[src/rtl/instr_sequencer_pkg.sv]
// Shared definitions for the REDUX-V instruction sequencer: state encodings,
// control_unit signal bit indices and opcodes.
package instr_sequencer_pkg;

  localparam int STATE_W = 3;

  typedef enum logic [STATE_W-1:0] {
    S_IDLE   = 3'd0,
    S_FETCH  = 3'd1,
    S_DECODE = 3'd2,
    S_EXEC   = 3'd3,
    S_MEM    = 3'd4,
    S_WB     = 3'd5
  } state_e;

  // Bit positions inside the control_unit signals vector.
  localparam int SIG_BR = 0;
  localparam int SIG_J  = 1;
  localparam int SIG_RE = 2;
  localparam int SIG_WE = 3;
  localparam int SIG_DM = 4;
  localparam int SIG_SP = 5;

  localparam int OP_W = 4;

  localparam logic [OP_W-1:0] OP_ADD  = 4'h0;
  localparam logic [OP_W-1:0] OP_LD   = 4'h1;
  localparam logic [OP_W-1:0] OP_ST   = 4'h2;
  localparam logic [OP_W-1:0] OP_BRZR = 4'h3;
  localparam logic [OP_W-1:0] OP_JI   = 4'h4;
  localparam logic [OP_W-1:0] OP_PUSH = 4'h5;
  localparam logic [OP_W-1:0] OP_POP  = 4'h6;

endpackage

[src/rtl/instr_sequencer.sv]
// Multi-cycle FETCH/DECODE/EXEC/MEM/WB sequencer for the REDUX-V datapath;
// owns the shared memory port and turns latched control signals into strobes.
module instr_sequencer
  import instr_sequencer_pkg::*;
#(
  parameter int OP    = 4,
  parameter int SIG_W = 10,
  parameter int CNT_W = 16
) (
  input  logic                 clk,
  input  logic                 rst,
  input  logic                 run,
  input  logic [OP-1:0]        op,
  input  logic [SIG_W-1:0]     signals,
  input  logic                 zero,
  input  logic                 mem_ready,
  output logic                 mem_req,
  output logic                 mem_we,
  output logic                 addr_sel,
  output logic                 ir_we,
  output logic                 reg_we,
  output logic                 sp_we,
  output logic                 pc_we,
  output logic                 pc_sel,
  output logic [STATE_W-1:0]   state,
  output logic                 busy,
  output logic [CNT_W-1:0]     retired
);

  state_e           state_q, state_d;
  logic [SIG_W-1:0] sig_q, sig_d;
  logic [CNT_W-1:0] retired_q, retired_d;

  // The opcode is decoded by control_unit; only its signals vector matters here.
  logic unused_inputs;
  assign unused_inputs = ^op;

  always_ff @(posedge clk) begin
    if (rst) begin
      state_q   <= S_IDLE;
      sig_q     <= '0;
      retired_q <= '0;
    end else begin
      state_q   <= state_d;
      sig_q     <= sig_d;
      retired_q <= retired_d;
    end
  end

  always_comb begin
    state_d   = state_q;
    sig_d     = sig_q;
    retired_d = retired_q;
    mem_req   = 1'b0;
    mem_we    = 1'b0;
    addr_sel  = 1'b0;
    ir_we     = 1'b0;
    reg_we    = 1'b0;
    sp_we     = 1'b0;
    pc_we     = 1'b0;
    pc_sel    = 1'b0;

    case (state_q)
      S_IDLE: begin
        if (run) state_d = S_FETCH;
      end
      S_FETCH: begin
        mem_req = 1'b1;
        if (mem_ready) begin
          ir_we   = 1'b1;
          state_d = S_DECODE;
        end
      end
      S_DECODE: begin
        sig_d   = signals;
        state_d = S_EXEC;
      end
      S_EXEC: begin
        state_d = (sig_q[SIG_DM] || sig_q[SIG_WE]) ? S_MEM : S_WB;
      end
      S_MEM: begin
        // Request stays asserted and unchanged for the whole wait.
        mem_req  = 1'b1;
        addr_sel = 1'b1;
        mem_we   = sig_q[SIG_WE];
        if (mem_ready) state_d = S_WB;
      end
      S_WB: begin
        reg_we    = sig_q[SIG_RE];
        sp_we     = sig_q[SIG_SP];
        pc_we     = 1'b1;
        pc_sel    = sig_q[SIG_J] | (sig_q[SIG_BR] & zero);
        retired_d = retired_q + CNT_W'(1);
        state_d   = run ? S_FETCH : S_IDLE;
      end
      default: begin
        state_d = S_IDLE;
      end
    endcase
  end

  assign state   = state_q;
  assign busy    = (state_q != S_IDLE);
  assign retired = retired_q;

`ifndef SYNTHESIS
  a_strobe_excl: assert property (@(posedge clk) disable iff (rst)
    (state_q != S_WB) |-> $onehot0({ir_we, reg_we, pc_we}));

  a_mem_hold: assert property (@(posedge clk) disable iff (rst)
    (state_q == S_MEM && !mem_ready) |=> (state_q == S_MEM && mem_req && addr_sel));
`endif

endmodule

[config.mk]
export PLATFORM = sky130hd
export DESIGN_NAME = instr_sequencer
export DESIGN_NICKNAME = d
export VERILOG_FILES = /design/src/rtl/instr_sequencer_pkg.sv /design/src/rtl/instr_sequencer.sv
export SDC_FILE = /design/constraint.sdc
export NUM_CORES = 1
export LEC_CHECK = 0
export BUFFER_PORTS_ARGS = -buffer_cell sky130_fd_sc_hd__buf_2
export CAP_MARGIN = 40
export CORE_ASPECT_RATIO = 0.8
export CORE_MARGIN = 3
export CORE_UTILIZATION = 47
export CTS_CLUSTER_SIZE = 12
export DETAILED_ROUTE_END_ITERATION = 10
export GPL_TIMING_DRIVEN = 0
export PLACE_DENSITY = 0.78
export SLEW_MARGIN = 20
export SYNTH_ARGS = -nofsm -noshare
export SYNTH_HDL_FRONTEND = slang
export SYNTH_SLANG_ARGS = --single-unit
[constraint.sdc]
create_clock -name clk -period 2 [get_ports clk]
set_input_delay 0.4 -clock clk [delete_from_list [all_inputs] [get_ports clk]]
set_output_delay 0.4 -clock clk [all_outputs]
set_load 0.02 [all_outputs]
==> flow_summary.ini <==
[outcome]
outcome = finished clean

[critical_path]
cp_slowest_cell = dfxtp_2
critPathKind = reg2out
max_stage_delay_ns = 0.40
crit_chain = buf_6 > and3b_1 > clkbuf_4 > and2_1 > buf_2
critPathTopFamily = buffers and inverters
startpoint_type = flop
cp_max_fo = 10
endpoint_kind = primary output
r2r_start = state[1]
worstPathRequired_ns = 1.60
cp_num_buf_inv = 3
cp.arrival_ns = 1.51
cp-startpoint = state[0]

[clock_network]
cts_setup_buffers = 0
cts.clk_slew.worst_paths_ns = 0.13
cts_tree = done
cts_max_level = 1
cts_inserted_buffers = 3
cts_hold_buf = 0
root_buffer = clkbuf_4
clk_latency_ns = 0.31
clockBufferDepth = 2
tritoncts_num_sinks = 25

[final_layout]
nFillCells = 217
fin_util_pct = 63.9
final_common_cell = buf_2
mostFrequentLayoutCells = 36 x buf_2, 22 x dfxtp_1, 21 x nor2_1
antenna_cells = 0
drive_gt1_share_pct = 28.9
fin_nets = 194
syn_to_final_growth_pct = 23.3

[power]
p_switching_mw = 0.212
power_mw = 0.844
total_leakage_power_nw = 0.636
p_sw_share_pct = 25.1
pwr-share-comb_pct = 12.3
seqPwrFrac_pct = 61.7
ir_drop_mv = 0.313
power_frac_clock_pct = 26.0
p_per_area_nw_per_um2 = 587
power.internal_mw = 0.632

[logic_synthesis]
synth_edf_count = 0
async_reset_ff_share_pct = 0
syn_area_um2 = 1170
synth.distinct_cells = 31
seq_area_frac_synth_pct = 42.9
ys_warn_count = 0
yosysTopAreaCellShare_pct = 42.9
synthesis.nets = 153
synthTopCellsByArea = dfxtp_1 43%, mux2i_1 6.9%, nor2_1 6.8%, xnor2_1 5.3%, a21oi_1 3.0%
netlist_instances = 133
synth-seq-cells = 25
synth_area_per_cell_um2 = 8.78
yosysTopAreaCell = dfxtp_1
synthFlopType = dfxtp_1

[detailed_routing]
vias_per_cell = 5.41
drtPass1Iterations = 4
drc = 0
first_iter_violations = 47
dr_total_vias = 1072
antenna_left = 0
wl_um = 2530
wire_per_inst_um = 12.8

[timing]
fin_crit_ns = 1.91
fin_crit_sh_pct = 95.6
finalHoldViolCount = 0
rsz0062_at_grt = yes
holdWs_ns = 0.319
worstMarginPinSlew_ns = 0.611
slew_headroom_pct = 59.1
fin_skew_ns = 0.00482
max_freq_mhz = 523
finalSetupViolations = 0
drv_slew = 0

[die]
die_x_um = 61.7
start_util_pct = 51.8
io_pins = 47
dieHeight_um = 50.6
core-area_um2 = 2250
dieArea_um2 = 3120
fp-row-count = 15

[placement]
routabilityCongestion = 0.776
hpwl_um = 2000
portBuffers = 37

[grt]
antenna_found_initial = 0
grt_pass1_vias = 1006
grt_overflow_total = 0
grt_max_degree = 14
grt_use_total_pct = 18.3
grt_pass1_wl_um = 4330

[job]
drv_cap = 0

[worst_hold_path]
hp-class = in2reg
min_from = signals[4]
## area by class of cell
class                   instances  area, um2  share of cell area [%]
plain buffers                   6       35.0                    2.43
repair buffers                 37        188                    13.0
flip-flops and latches         25        504                    35.0
multi-input cells              99        647                    45.0
clock buffers                   4       26.3                    1.83
well taps                      25       31.3                    2.17
inverters                       2       7.51                   0.522
## worst paths after layout
| check | to | slack [ns] | depth (start not counted) |
|---|---|---|---|
| worst max-delay path | reg_we | 0.09 | 5 |
| worst min-delay path | sig_q[4] | 0.32 | 3 |
| worst max register to register | retired[15] | 0.24 | 4 |
| worst min register to register | retired[15] | 0.49 | 2 |
## synth_stat cells, types with 2 or more instances
master,number
a21oi_1,7
and2_1,3
and4_1,2
clkbuf_1,7
dfxtp_1,25
inv_1,2
mux2i_1,8
nand2_1,6
nand2b_1,2
nand3_1,5
nand4_1,3
nor2_1,21
nor2b_1,2
nor3_1,4
nor4_1,2
o21ai_0,6
or3_1,5
xnor2_1,7
xor2_1,4
## metrics by stage
step | setup slack, ns | instances | TNS, ns | area (um2)
floorplan | 0.0589 | 133 | 0 | 1180
global placement | 0.160 | 195 | 0 | 1390
detailed placement | 0.120 | 195 | 0 | 1390
CTS | 0.0183 | 199 | 0 | 1430
global route | -0.00723 | 198 | -0.0140 | 1440
finish | 0.0870 | 198 | 0 | 1440
## tightest hold or removal path: cells and delay by family
| kind | cells | cell delay [ns] |
|---|---|---|
| buffers and inverters | 1 | 0.08 |
| multiplexers | 1 | 0.06 |
| AND/OR/NAND/NOR | 1 | 0.07 |
## power by group through the flow
stage,logic (mW),clock network [mW],registers (mW)
2_1_floorplan,0.0670,0,0.531
3_3_place_gp,0.101,0,0.526
3_5_place_dp,0.104,0,0.526
6_report,0.104,0.220,0.521
5_1_grt,0.116,0.257,0.523
4_1_cts,0.107,0.226,0.516
## cells by family (layout without fill, tap and decap cells)
family / count (synthesis) / after routing / share of synthesized area [%]
AND/OR/NAND/NOR: 62 / 62 / 29.8
flip-flops: 25 / 25 / 42.9
AO/OA/AOI/OAI: 17 / 17 / 8.25
XOR/XNOR: 11 / 11 / 8.25
buffers and inverters: 9 / 49 / 2.89
multiplexers: 8 / 8 / 6.86
adder cells (fa/ha/maj): 1 / 1 / 1.07
## layer usage
| layer | global-route usage (%) | wire length [um] |
|---|---|---|
| met1 | 22.5 | 1140 |
| met2 | 30.8 | 1220 |
| met3 | 6.94 | 156 |
| met4 | 2.12 | 13 |
| met5 | 0 | 0 |
## sequential cells by signal, summed over array words and instances (netlist names)
register	count
retired	16
state	3
sig_q	6
## repair_timing
item | CTS | global route
setup endpoints to repair | 7 | 5
gates resized for setup | 8 | 5
gates cloned | 0 | 0
hold endpoints to repair | 0 | 0
No activity file was read; power rests on OpenSTA's default activity.
